$ cat src/rtl/ssd_pkg.sv
// ssd_pkg -- shared types and helpers for the seven-segment scan driver.
//   seg_t    : 7-bit cathode vector {g,f,e,d,c,b,a}, active-low
//   nibble_t : one hex digit
//   SEG_OFF  : all segments dark
//   hex2seg  : hex nibble to active-low segment pattern
//   idx_w    : counter width helper (never narrower than 1 bit)
package ssd_pkg;

    typedef logic [6:0] seg_t;
    typedef logic [3:0] nibble_t;

    localparam seg_t SEG_OFF = 7'h7F;

    function automatic seg_t hex2seg(input nibble_t h);
        seg_t s;
        case (h)
            4'h0:    s = 7'h40;
            4'h1:    s = 7'h79;
            4'h2:    s = 7'h24;
            4'h3:    s = 7'h30;
            4'h4:    s = 7'h19;
            4'h5:    s = 7'h12;
            4'h6:    s = 7'h02;
            4'h7:    s = 7'h78;
            4'h8:    s = 7'h00;
            4'h9:    s = 7'h10;
            4'hA:    s = 7'h08;
            4'hB:    s = 7'h03;
            4'hC:    s = 7'h46;
            4'hD:    s = 7'h21;
            4'hE:    s = 7'h06;
            default: s = 7'h0E;
        endcase
        return s;
    endfunction

    // Width needed to count 0..n-1; a one-value range still gets one bit.
    function automatic int idx_w(input int n);
        return (n > 1) ? $clog2(n) : 1;
    endfunction

endpackage

$ cat src/rtl/ssd_slot_timer.sv
// ssd_slot_timer -- slot/digit scan counters.
//   clk, rst  : clock, synchronous active-high reset
//   cnt       : cycle position inside the current slot, 0..SLOT_CYCLES-1
//   idx       : digit currently being scanned, 0..N_DIGITS-1
//   frame_end : high on the last cycle of the last slot of a frame
module ssd_slot_timer
    import ssd_pkg::*;
#(
    parameter int N_DIGITS    = 8,
    parameter int SLOT_CYCLES = 12500,
    localparam int CW = idx_w(SLOT_CYCLES),
    localparam int IW = idx_w(N_DIGITS)
) (
    input  logic          clk,
    input  logic          rst,
    output logic [CW-1:0] cnt,
    output logic [IW-1:0] idx,
    output logic          frame_end
);

    logic cnt_last;
    logic idx_last;

    assign cnt_last  = (cnt == CW'(SLOT_CYCLES - 1));
    assign idx_last  = (idx == IW'(N_DIGITS - 1));
    assign frame_end = cnt_last && idx_last;

    always_ff @(posedge clk) begin
        if (rst) begin
            cnt <= '0;
            idx <= '0;
        end else if (cnt_last) begin
            cnt <= '0;
            // Explicit wrap so non-power-of-two digit counts never reach N_DIGITS.
            idx <= idx_last ? '0 : idx + IW'(1);
        end else begin
            cnt <= cnt + CW'(1);
        end
    end

endmodule

$ cat src/rtl/ssd_scan_driver.sv
// ssd_scan_driver -- time-multiplexed common-anode seven-segment scan driver.
//   clk, rst  : clock, synchronous active-high reset
//   en        : live display enable (scan keeps running when low)
//   digits_i  : N_DIGITS hex nibbles, digit 0 rightmost
//   dp_i      : per-digit decimal point request, active-high
//   blank_i   : per-digit blank request, active-high
//   bright_i  : brightness, 0 dimmest .. all-ones full
//   an        : anode enables, active-low
//   seg       : cathodes {g,f,e,d,c,b,a}, active-low
//   dp        : decimal point cathode, active-low
//   frame_o   : one-cycle pulse for the first cycle of slot 0
// Optional build macro SSD_LZB_EN enables leading-zero blanking.
module ssd_scan_driver
    import ssd_pkg::*;
#(
    parameter int N_DIGITS    = 8,
    parameter int CLK_HZ      = 100_000_000,
    parameter int REFRESH_HZ  = 1000,
    parameter int DEAD_CYCLES = 100,
    parameter int BRIGHT_W    = 4
) (
    input  logic                  clk,
    input  logic                  rst,
    input  logic                  en,
    input  logic [4*N_DIGITS-1:0] digits_i,
    input  logic [N_DIGITS-1:0]   dp_i,
    input  logic [N_DIGITS-1:0]   blank_i,
    input  logic [BRIGHT_W-1:0]   bright_i,
    output logic [N_DIGITS-1:0]   an,
    output logic [6:0]            seg,
    output logic                  dp,
    output logic                  frame_o
);

    localparam int SLOT_CYCLES = CLK_HZ / (REFRESH_HZ * N_DIGITS);
    localparam int CW          = idx_w(SLOT_CYCLES);
    localparam int IW          = idx_w(N_DIGITS);
    localparam int ACTIVE      = SLOT_CYCLES - DEAD_CYCLES;

    if (N_DIGITS < 1 || N_DIGITS > 16) begin : g_bad_digits
        $error("ssd_scan_driver: N_DIGITS must be in 1..16");
    end
    if (SLOT_CYCLES <= DEAD_CYCLES) begin : g_bad_slot
        $error("ssd_scan_driver: SLOT_CYCLES must exceed DEAD_CYCLES");
    end

    logic [CW-1:0] cnt;
    logic [IW-1:0] idx;
    logic          frame_end;

    ssd_slot_timer #(
        .N_DIGITS    (N_DIGITS),
        .SLOT_CYCLES (SLOT_CYCLES)
    ) u_timer (
        .clk       (clk),
        .rst       (rst),
        .cnt       (cnt),
        .idx       (idx),
        .frame_end (frame_end)
    );

    // Frame-coherent snapshot: refreshed during reset and at the very last
    // cycle of a frame, so a whole frame always shows one consistent value.
    nibble_t               dig_snap [N_DIGITS];
    logic [N_DIGITS-1:0]   dp_snap;
    logic [N_DIGITS-1:0]   blank_snap;
    logic [BRIGHT_W-1:0]   bright_snap;

    always_ff @(posedge clk) begin
        if (rst || frame_end) begin
            for (int k = 0; k < N_DIGITS; k++) begin
                dig_snap[k] <= digits_i[4*k +: 4];
            end
            dp_snap     <= dp_i;
            blank_snap  <= blank_i;
            bright_snap <= bright_i;
        end
    end

    // Effective blank mask: explicit requests plus, optionally, leading zeros.
    logic [N_DIGITS-1:0] lzb;
    logic [N_DIGITS-1:0] blank_eff;

    always_comb begin
        lzb = '0;
`ifdef SSD_LZB_EN
        begin : lzb_scan
            logic zero_run;
            zero_run = 1'b1;
            // Digit 0 is excluded so an all-zero value still shows a single '0'.
            for (int k = N_DIGITS - 1; k >= 1; k--) begin
                zero_run = zero_run && (dig_snap[k] == 4'h0);
                lzb[k]   = zero_run;
            end
        end
`endif
        blank_eff = blank_snap | lzb;
    end

    // Lit window: starts after the dead time and lasts
    // ((SLOT_CYCLES-DEAD_CYCLES)*(bright+1)) >> BRIGHT_W cycles.
    logic [BRIGHT_W:0] bright_p1;
    logic [63:0]       win_len;
    logic [63:0]       cnt_w;
    logic              lit;

    always_comb begin
        bright_p1 = {1'b0, bright_snap} + {{BRIGHT_W{1'b0}}, 1'b1};
        win_len   = (64'(ACTIVE) * 64'(bright_p1)) >> BRIGHT_W;
        cnt_w     = 64'(cnt);
        lit       = en && !blank_eff[idx]
                    && (cnt_w >= 64'(DEAD_CYCLES))
                    && ((cnt_w - 64'(DEAD_CYCLES)) < win_len);
    end

    always_ff @(posedge clk) begin
        if (rst) begin
            an      <= '1;
            seg     <= SEG_OFF;
            dp      <= 1'b1;
            frame_o <= 1'b0;
        end else begin
            an      <= lit ? ~(N_DIGITS'(1) << idx) : '1;
            seg     <= lit ? hex2seg(dig_snap[idx]) : SEG_OFF;
            dp      <= lit ? ~dp_snap[idx] : 1'b1;
            frame_o <= (idx == '0) && (cnt == '0);
        end
    end

endmodule
$ cat config.mk
export PLATFORM = sky130hd
export DESIGN_NAME = ssd_scan_driver
export DESIGN_NICKNAME = d
export VERILOG_FILES = /design/src/rtl/ssd_pkg.sv /design/src/rtl/ssd_slot_timer.sv /design/src/rtl/ssd_scan_driver.sv
export SDC_FILE = /design/constraint.sdc
export NUM_CORES = 1
export LEC_CHECK = 0
export CORE_MARGIN = 4
export CORE_UTILIZATION = 50
export CTS_BUF_LIST = sky130_fd_sc_hd__clkbuf_4
export DETAILED_ROUTE_END_ITERATION = 10
export PLACE_DENSITY = 0.72
export SYNTH_ARGS = -nofsm -noshare
export SYNTH_HDL_FRONTEND = slang
export SYNTH_SLANG_ARGS = --single-unit
$ cat constraint.sdc
create_clock -name clk -period 6.5 [get_ports clk]
set_input_delay 0.975 -clock clk [delete_from_list [all_inputs] [get_ports clk]]
set_output_delay 0.975 -clock clk [all_outputs]
set_load 0.1 [all_outputs]
==> results of run 1 <==
stage by stage:
stage / utilization [%] / hold WS [ns] / power, uW
4_1_cts: 61.8 / 0.527 / 1200
3_5_place_dp: 60.1 / 0.491 / 871
5_1_grt: 61.8 / 0.573 / 1260
2_1_floorplan: - / 0.437 / 799
6_report: 61.8 / 0.523 / 1190
3_3_place_gp: 60.1 / 0.500 / 861
routing by layer:
| metal | up-vias | share of wire, % |
|---|---|---|
| met5 | - | 0 |
| met4 | 0 | 1.5 |
| met3 | 11 | 4.5 |
| met2 | 75 | 47 |
| li1 | 1560 | - |
| met1 | 1480 | 47 |
cell usage after synthesis (3+ instances only):
master and instances:
a211oi_1 4, a21oi_1 8, and3_1 6, clkbuf_1 12
dfxtp_1 37, edfxtp_1 52, ha_1 56, inv_1 22
mux2i_1 11, mux4_2 12, nand2_1 19, nand2b_1 5
nand3_1 17, nand4_1 10, nor2_1 31, nor3_1 7
nor3b_1 3, nor4_1 3, o21ai_0 9, xnor2_1 16
xor2_1 21
logic make-up (layout without fill, tap and decap cells):
| logic type | Yosys count | after routing | share of synthesized area, % |
|---|---|---|---|
| XOR/XNOR | 37 | 37 | 6.82 |
| AND/OR/NAND/NOR | 109 | 109 | 11.6 |
| multiplexers | 24 | 24 | 8.24 |
| flip-flops | 89 | 89 | 48.4 |
| adder cells (fa/ha/maj) | 58 | 58 | 15.6 |
| AO/OA/AOI/OAI | 39 | 39 | 5.89 |
| buffers and inverters | 39 | 110 | 3.45 |
critical path, delay by kind of cell (launching register included):
kind	cells	cell delay (ns)
flip-flops	1	0.57
adder cells (fa/ha/maj)	6	1.74
XOR/XNOR	2	0.46
AND/OR/NAND/NOR	3	0.35
AO/OA/AOI/OAI	8	1.90
power groups by stage:
stage | registers, uW | clock network [uW] | logic [uW]
floorplan | 642 | 0 | 157
global placement | 640 | 0 | 221
detailed placement | 641 | 0 | 230
CTS | 628 | 341 | 232
global route | 630 | 367 | 260
finish | 628 | 330 | 231
final cells by class:
| type | instances | area share, % |
|---|---|---|
| Tap cell | 129 | 2.83 |
| Timing Repair Buffer | 72 | 12.6 |
| Multi-Input combinational cell | 267 | 40.1 |
| Clock inverter | 7 | 1.49 |
| Sequential cell | 89 | 40.3 |
| Clock buffer | 9 | 1.18 |
| Inverter | 22 | 1.45 |
registers in the layout (all words and copies together), names as in the netlist, named ones only:
| name | flops |
|---|---|
| dp | 1 |
| frame_o | 1 |
| an | 8 |
| dig_snap | 32 |
| bright_snap | 4 |
| seg | 7 |
| u_timer.idx | 3 |
| dp_snap | 8 |
| blank_eff | 8 |
| u_timer.cnt | 14 |
how the worst min path moves through the flow:
stage | start | end | slack [ns] | cells after the start
2_1_floorplan | u_timer.cnt[0]$_SDFF_PP0_ | u_timer.cnt[0]$_SDFF_PP0_ | 0.44 | 1
3_3_place_gp | u_timer.cnt[0]$_SDFF_PP0_ | u_timer.cnt[0]$_SDFF_PP0_ | 0.50 | 1
3_5_place_dp | u_timer.cnt[0]$_SDFF_PP0_ | u_timer.cnt[0]$_SDFF_PP0_ | 0.49 | 1
4_1_cts | u_timer.cnt[0]$_SDFF_PP0_ | u_timer.cnt[0]$_SDFF_PP0_ | 0.53 | 1
5_1_grt | u_timer.idx[2]$_SDFFE_PP0P_ | an[5]$_SDFF_PP1_ | 0.57 | 1
6_report | u_timer.cnt[0]$_SDFF_PP0_ | u_timer.cnt[0]$_SDFF_PP0_ | 0.52 | 1
==> results by group, run 1 <==
Routing
  • # DRC: 0
  • Vias/cell: 5.25
  • Detailed-route via count: 3126
  • Initial drt markers: 140
  • DR pass1 iterations: 4
  • WL final: 9170 um
  • DR WL/cell: 15.4 um
  • Antenna Nets Post-Route: 0

Global route
  • Met2 Use GR: 28.2%
  • Largest net degree at the start of global routing: 53
  • Vias in the first global route: 3167
  • Routing usage on met3: 4.53%
  • Global route hottest layer: met2
  • GR Util All Layers: 17.3%
  • Met1 GRT Util: 22.9%
  • First-pass GRT wire length: 15200 um
  • Initial antenna violation count: 0
  • GRT Residual Overflow: 0

Power and ir drop
  • Part of the power in the clock network: 27.8%
  • Internal: 855 uW
  • Power density cells: 208 nW/um2
  • Leakage power: 0.00220 uW
  • P_sw: 334 uW
  • Sequential Power Share: 52.8%
  • Max rail drop VDD: 0.107 mV
  • Switching share of power: 28.1%
  • Comb power frac: 19.4%

Yosys
  • Top cells by area, synth: edfxtp_1 33%, dfxtp_1 16%, ha_1 15%
  • Mean Syn Cell Area: 12.0 um2
  • Yosys reg bits: 89
  • Seq/Total Area, Yosys: 48.4%
  • Ys flop type: edfxtp_1
  • Mapped Area: 4750 um2
  • Yosys top cell by area: edfxtp_1
  • Cells after Synth: 395
  • Async S/R FF share, synth: 0%
  • Synth cell types: 48
  • Post-synth EDFFs: 52
  • Syn. warnings: 0
  • Post-synth net total: 508
  • Share of the synthesized area in the top cell type: 32.8%

Worst setup path
  • Critical Path Source Type: register
  • Worst Setup End Kind: register
  • Reg2reg start: bright_snap[0]$_DFFE_PP_
  • R2r setup slk: 1.32 ns
  • R2R depth: 19
  • Worst Setup SP: bright_snap[0]$_DFFE_PP_
  • Worst path cell trace: ha_1, xor2_1, ha_1, ha_1, ha_1, ha_1, a21oi_1, nor2b_1, o21a_1, o21ai_0, nand2b_1, xnor2_1, ha_1, a211oi_1, o21ai_0, o22ai_2, a2111oi_1, o32ai_4, nand3_1
  • Worst EP required: 6.80 ns
  • Most frequent cell on the critical path: ha_1
  • Setup crit end: seg[1]$_SDFF_PP1_
  • Worst Path Max Fanout: 16
  • Slowest cell delay on critical path: 0.61 ns
  • Reg2reg end: seg[1]$_SDFF_PP1_
  • Worst path slowest cell: o32ai_4
  • WS Path Type: reg -> reg
  • Worst path arrival time: 5.47 ns

Layout
  • Fillers: 746
  • # nets final: 574
  • Commonest non-fill, non-tap cells in the layout: 71 x clkdlybuf4s50_1, 56 x ha_1, 52 x edfxtp_1, 37 x dfxtp_1, 31 x nor2_1
  • Area Growth Syn to Fin: 20.1%
  • Diode count: 0
  • Flip-flop and latch area: 2300 um2
  • Layout cells sized above 1: 8.37%
  • Footprint of the multi-input gates: 2290 um2
  • Non-filler cells in the finished layout: 595
  • Final Cell Area: 5710 um2
  • Leading cell type in the layout, fill and taps excluded: clkdlybuf4s50_1

Timing
  • Post-Route Setup TNS: 0 ns
  • Final hold vios: 0
  • RSZ-0062 raised after global routing: no
  • Worst-Margin Slew: 1.15 ns
  • Final setup viols: 0
  • FMAX: 193 MHz
  • Max_slew headroom: 22.9%
  • Tcrit/Tclk final: 79.6%
  • Post-layout min period: 5.18 ns
  • Max-slew violation count: 0
  • Clk_skew: 0.0319 ns
  • Worst setup margin: 1.32 ns

Placed design
  • Gpl congestion: 0.795
  • Pre-CTS setup slack: 1.35 ns
  • Cell total after placement: 579
  • Post-DP HPWL: 7150 um
  • PortBufs: 71
  • Post-DP Area: 5560 um2

Min path
  • Worst Hold Class: reg -> reg

Die
  • Die extent in x: 106 um
  • I/O pin total: 72
  • Row count: 35
  • Die height: 106 um
  • Placeable Area: 9240 um2
  • Initial Util: 51.5%
  • DIE AREA: 11100 um2

CTS
  • Post-CTS sizing: 0
  • TritonCTS clock tree: built
  • TritonCTS Sinks: 89
  • Clock Latency Late Sink: 0.44 ns
  • Post-CTS Hold Buffers: 0
  • Clk slew on worst S/H paths: 0.16 ns
  • Setup repair bufs after CTS: 0
  • Clock root cell: clkbuf_4
  • H-tree Lvls: 3
  • CTS buffer count: 9
  • CTS max path bufs: 2

Run status
  • Run status: completed

Flow run
  • Maxcap violations: 0
Power figures use the tool's default switching activity.
==> inputs of run 2 (changes only) <==
--- a/config.mk
+++ b/config.mk
@@ -9,7 +9,7 @@
 export CORE_UTILIZATION = 50
 export CTS_BUF_LIST = sky130_fd_sc_hd__clkbuf_4
 export DETAILED_ROUTE_END_ITERATION = 10
-export PLACE_DENSITY = 0.72
+export PLACE_DENSITY = 0.75
 export SYNTH_ARGS = -nofsm -noshare
 export SYNTH_HDL_FRONTEND = slang
 export SYNTH_SLANG_ARGS = --single-unit
==> constraint.sdc (replaced) <==
create_clock -name clk -period 4.3 [get_ports clk]
set_input_delay 0.645 -clock clk [delete_from_list [all_inputs] [get_ports clk]]
set_output_delay 0.645 -clock clk [all_outputs]
set_load 0.1 [all_outputs]
==> run 2 against run 1 <==
Against the previous run: the run now ends with negative setup slack left; hold slack lost 0.013 ns; cell count grew 5.4%; via count grew 5.4%; sequential cell count is the same; setup slack lost 1.5 ns.
==> results by group, run 2 (synthesis results as in run 1) <==
Run status
  • Run status: finished, violations left
  • Failing checks: negative setup slack

Layout
  • Commonest non-fill, non-tap cells in the layout: 71 x clkdlybuf4s50_1, 52 x edfxtp_1, 48 x ha_1, 37 x dfxtp_1, 31 x nor2_1
  • Util after Layout: 67.1%
  • # nets final: 606
  • Area Growth Syn to Fin: 30.3%
  • Number of flip-flops in the largest register: 32
  • Diode count: 0
  • Leading cell type in the layout, fill and taps excluded: clkdlybuf4s50_1
  • Biggest register: dig_snap
  • Layout cells sized above 1: 19.5%
  • Top flop regs: dig_snap (32), u_timer.cnt (14)
  • Final Cell Area: 6200 um2

Die
  • DIE AREA: 11100 um2
  • Die extent in x: 106 um
  • Initial Util: 51.5%
  • Row count: 35
  • I/O pin total: 72
  • Placeable Area: 9240 um2
  • Die height: 106 um

Timing
  • Max-slew violation count: 0
  • Final hold vios: 0
  • Post-layout min period: 4.47 ns
  • Worst setup margin: -0.169 ns
  • RSZ-0062 raised after global routing: yes
  • Tcrit/Tclk final: 104%
  • FMAX: 224 MHz
  • Final setup viols: 16
  • Max_slew headroom: 30.4%
  • Worst-Margin Slew: 1.04 ns
  • Clk_skew: 0.0264 ns

Power and ir drop
  • Power density cells: 307 nW/um2
  • Sequential Power Share: 49.8%
  • P_sw: 517 uW
  • Switching share of power: 27.1%
  • Max rail drop VDD: 0.218 mV
  • Comb power frac: 25.3%
  • Leakage power: 0.00238 uW
  • Internal: 1390 uW
  • Part of the power in the clock network: 24.8%

Placed design
  • Post-DP Area: 5860 um2
  • Gpl congestion: 0.850
  • PortBufs: 71
  • Post-DP HPWL: 7220 um

CTS
  • CTS buffer count: 9
  • Clock root cell: clkbuf_4
  • Clk slew on worst S/H paths: 0.14 ns
  • TritonCTS Sinks: 89
  • Post-CTS Hold Buffers: 0
  • Clock Latency Late Sink: 0.43 ns
  • CTS max path bufs: 2
  • TritonCTS clock tree: built
  • H-tree Lvls: 3

Worst setup path
  • R2R depth: 19
  • Most frequent cell on the critical path: ha_4
  • Worst path slowest cell: fa_1
  • Worst path arrival time: 4.77 ns
  • Reg2reg end: an[5]$_SDFF_PP1_
  • Critical Path Source Type: register
  • Worst EP required: 4.60 ns
  • Reg2reg start: bright_snap[0]$_DFFE_PP_
  • Worst path cell trace: ha_4, xor2_4, fa_1, ha_4, ha_4, ha_4, nor2b_4, o21a_1, o21ai_2, nand2b_1, xnor2_1, ha_1, a211oi_2, o21ai_1, o22ai_2, a2111oi_4, o32ai_4, clkbuf_16, nand4_1
  • WS Path Type: reg -> reg
  • Worst Setup End Kind: register
  • R2r setup slk: -0.17 ns
  • Worst Path Max Fanout: 8
  • Slowest cell delay on critical path: 0.57 ns

Routing
  • DR pass1 iterations: 4
  • Detailed-route via count: 3294
  • Initial drt markers: 147
  • DR WL/cell: 15.3 um
  • Antenna Nets Post-Route: 0
  • Vias/cell: 5.25
  • # DRC: 0
  • WL final: 9610 um

Min path
  • HP Start: u_timer.cnt[0]$_SDFF_PP0_
  • Worst Hold Class: reg -> reg
  • Worst Hold Depth: 1
  • Endpoint, Worst Hold: u_timer.cnt[0]$_SDFF_PP0_

Global route
  • Vias in the first global route: 3352
  • GR Util All Layers: 17.5%
  • GRT Residual Overflow: 0
  • Initial antenna violation count: 0
  • First-pass GRT wire length: 15500 um
  • Largest net degree at the start of global routing: 53

Flow run
  • Maxcap violations: 0
## run 2: cell types whose count changed in the layout (fill, tap and decap cells not counted), moves of 3 or more
cell / before / now
o21ai_1: 0 / 3
nand3_2: 0 / 4
nand3_1: 17 / 12
ha_4: 0 / 7
o21ai_0: 9 / 5
a211oi_1: 4 / 1
ha_1: 56 / 48
buf_4: 1 / 29
a211oi_2: 0 / 3
## run 2: how the worst max path moves through the flow
stage | cells after the start | slack, ns | startpoint | endpoint
2_1_floorplan | 20 | 0.003 | bright_snap[2]$_DFFE_PP_ | an[3]$_SDFF_PP1_
3_3_place_gp | 17 | -0.22 | bright_snap[1]$_DFFE_PP_ | an[1]$_SDFF_PP1_
3_5_place_dp | 16 | -0.41 | bright_snap[1]$_DFFE_PP_ | an[6]$_SDFF_PP1_
4_1_cts | 20 | -0.08 | bright_snap[1]$_DFFE_PP_ | an[6]$_SDFF_PP1_
5_1_grt | 19 | -0.36 | bright_snap[0]$_DFFE_PP_ | an[6]$_SDFF_PP1_
6_report | 19 | -0.17 | bright_snap[0]$_DFFE_PP_ | an[5]$_SDFF_PP1_
## run 2: stage by stage
step	instances	power [uW]	hold WS, ns	setup WS [ns]	TNS, ns
after floorplan	395	1240	0.437	0.00343	0
after global placement	602	1360	0.470	-0.221	-3.35
after detailed placement	602	1380	0.477	-0.414	-5.66
after CTS	624	1870	0.512	-0.0777	-0.476
after global routing	627	2010	0.529	-0.362	-5.34
final	627	1900	0.510	-0.169	-2.09
## run 2: power groups by stage
stage	Combinational [uW]	Clock, uW	Sequential (uW)
finish	482	473	949
global route	534	525	952
CTS	432	487	949
detailed placement	413	0	968
global placement	399	0	966
floorplan	267	0	973
## run 2: per-layer routing
| layer | share of wire, % | wire, um | GRT usage, % |
|---|---|---|---|
| met5 | 0 | 0 | 0 |
| met4 | 1.4 | 131 | 4.81 |
| met3 | 3.9 | 378 | 4.35 |
| met2 | 53 | 5140 | 32.4 |
| met1 | 41 | 3960 | 20.0 |
## run 2: repair_timing
item / CTS / global route
setup buffers: 6 / 2
resized for setup: 2 / 16
pin swaps: 6 / 1
endpoints found under the setup margin: 16 / 16
hold endpoints to repair: 0 / 0
cloned: 0 / 1
## run 2: layout make-up
type | count | area, um2
Fill cell | 691 | 3040
Multi-Input combinational cell | 267 | 2510
Sequential cell | 89 | 2300
Timing Repair Buffer | 104 | 996
Tap cell | 129 | 161
Clock buffer | 11 | 82.6
Inverter | 22 | 82.6
Clock inverter | 5 | 56.3
## run 2: critical path: cells and delay by family (launching register included)
kind | cells | cell delay, ns
adders and majority gates | 6 | 1.76
xor gates and xnor gates | 2 | 0.33
and+or+nand+nor | 3 | 0.30
DFF | 1 | 0.48
AOI/OAI and AO/OA | 7 | 1.27
buffers and inverters | 1 | 0.22
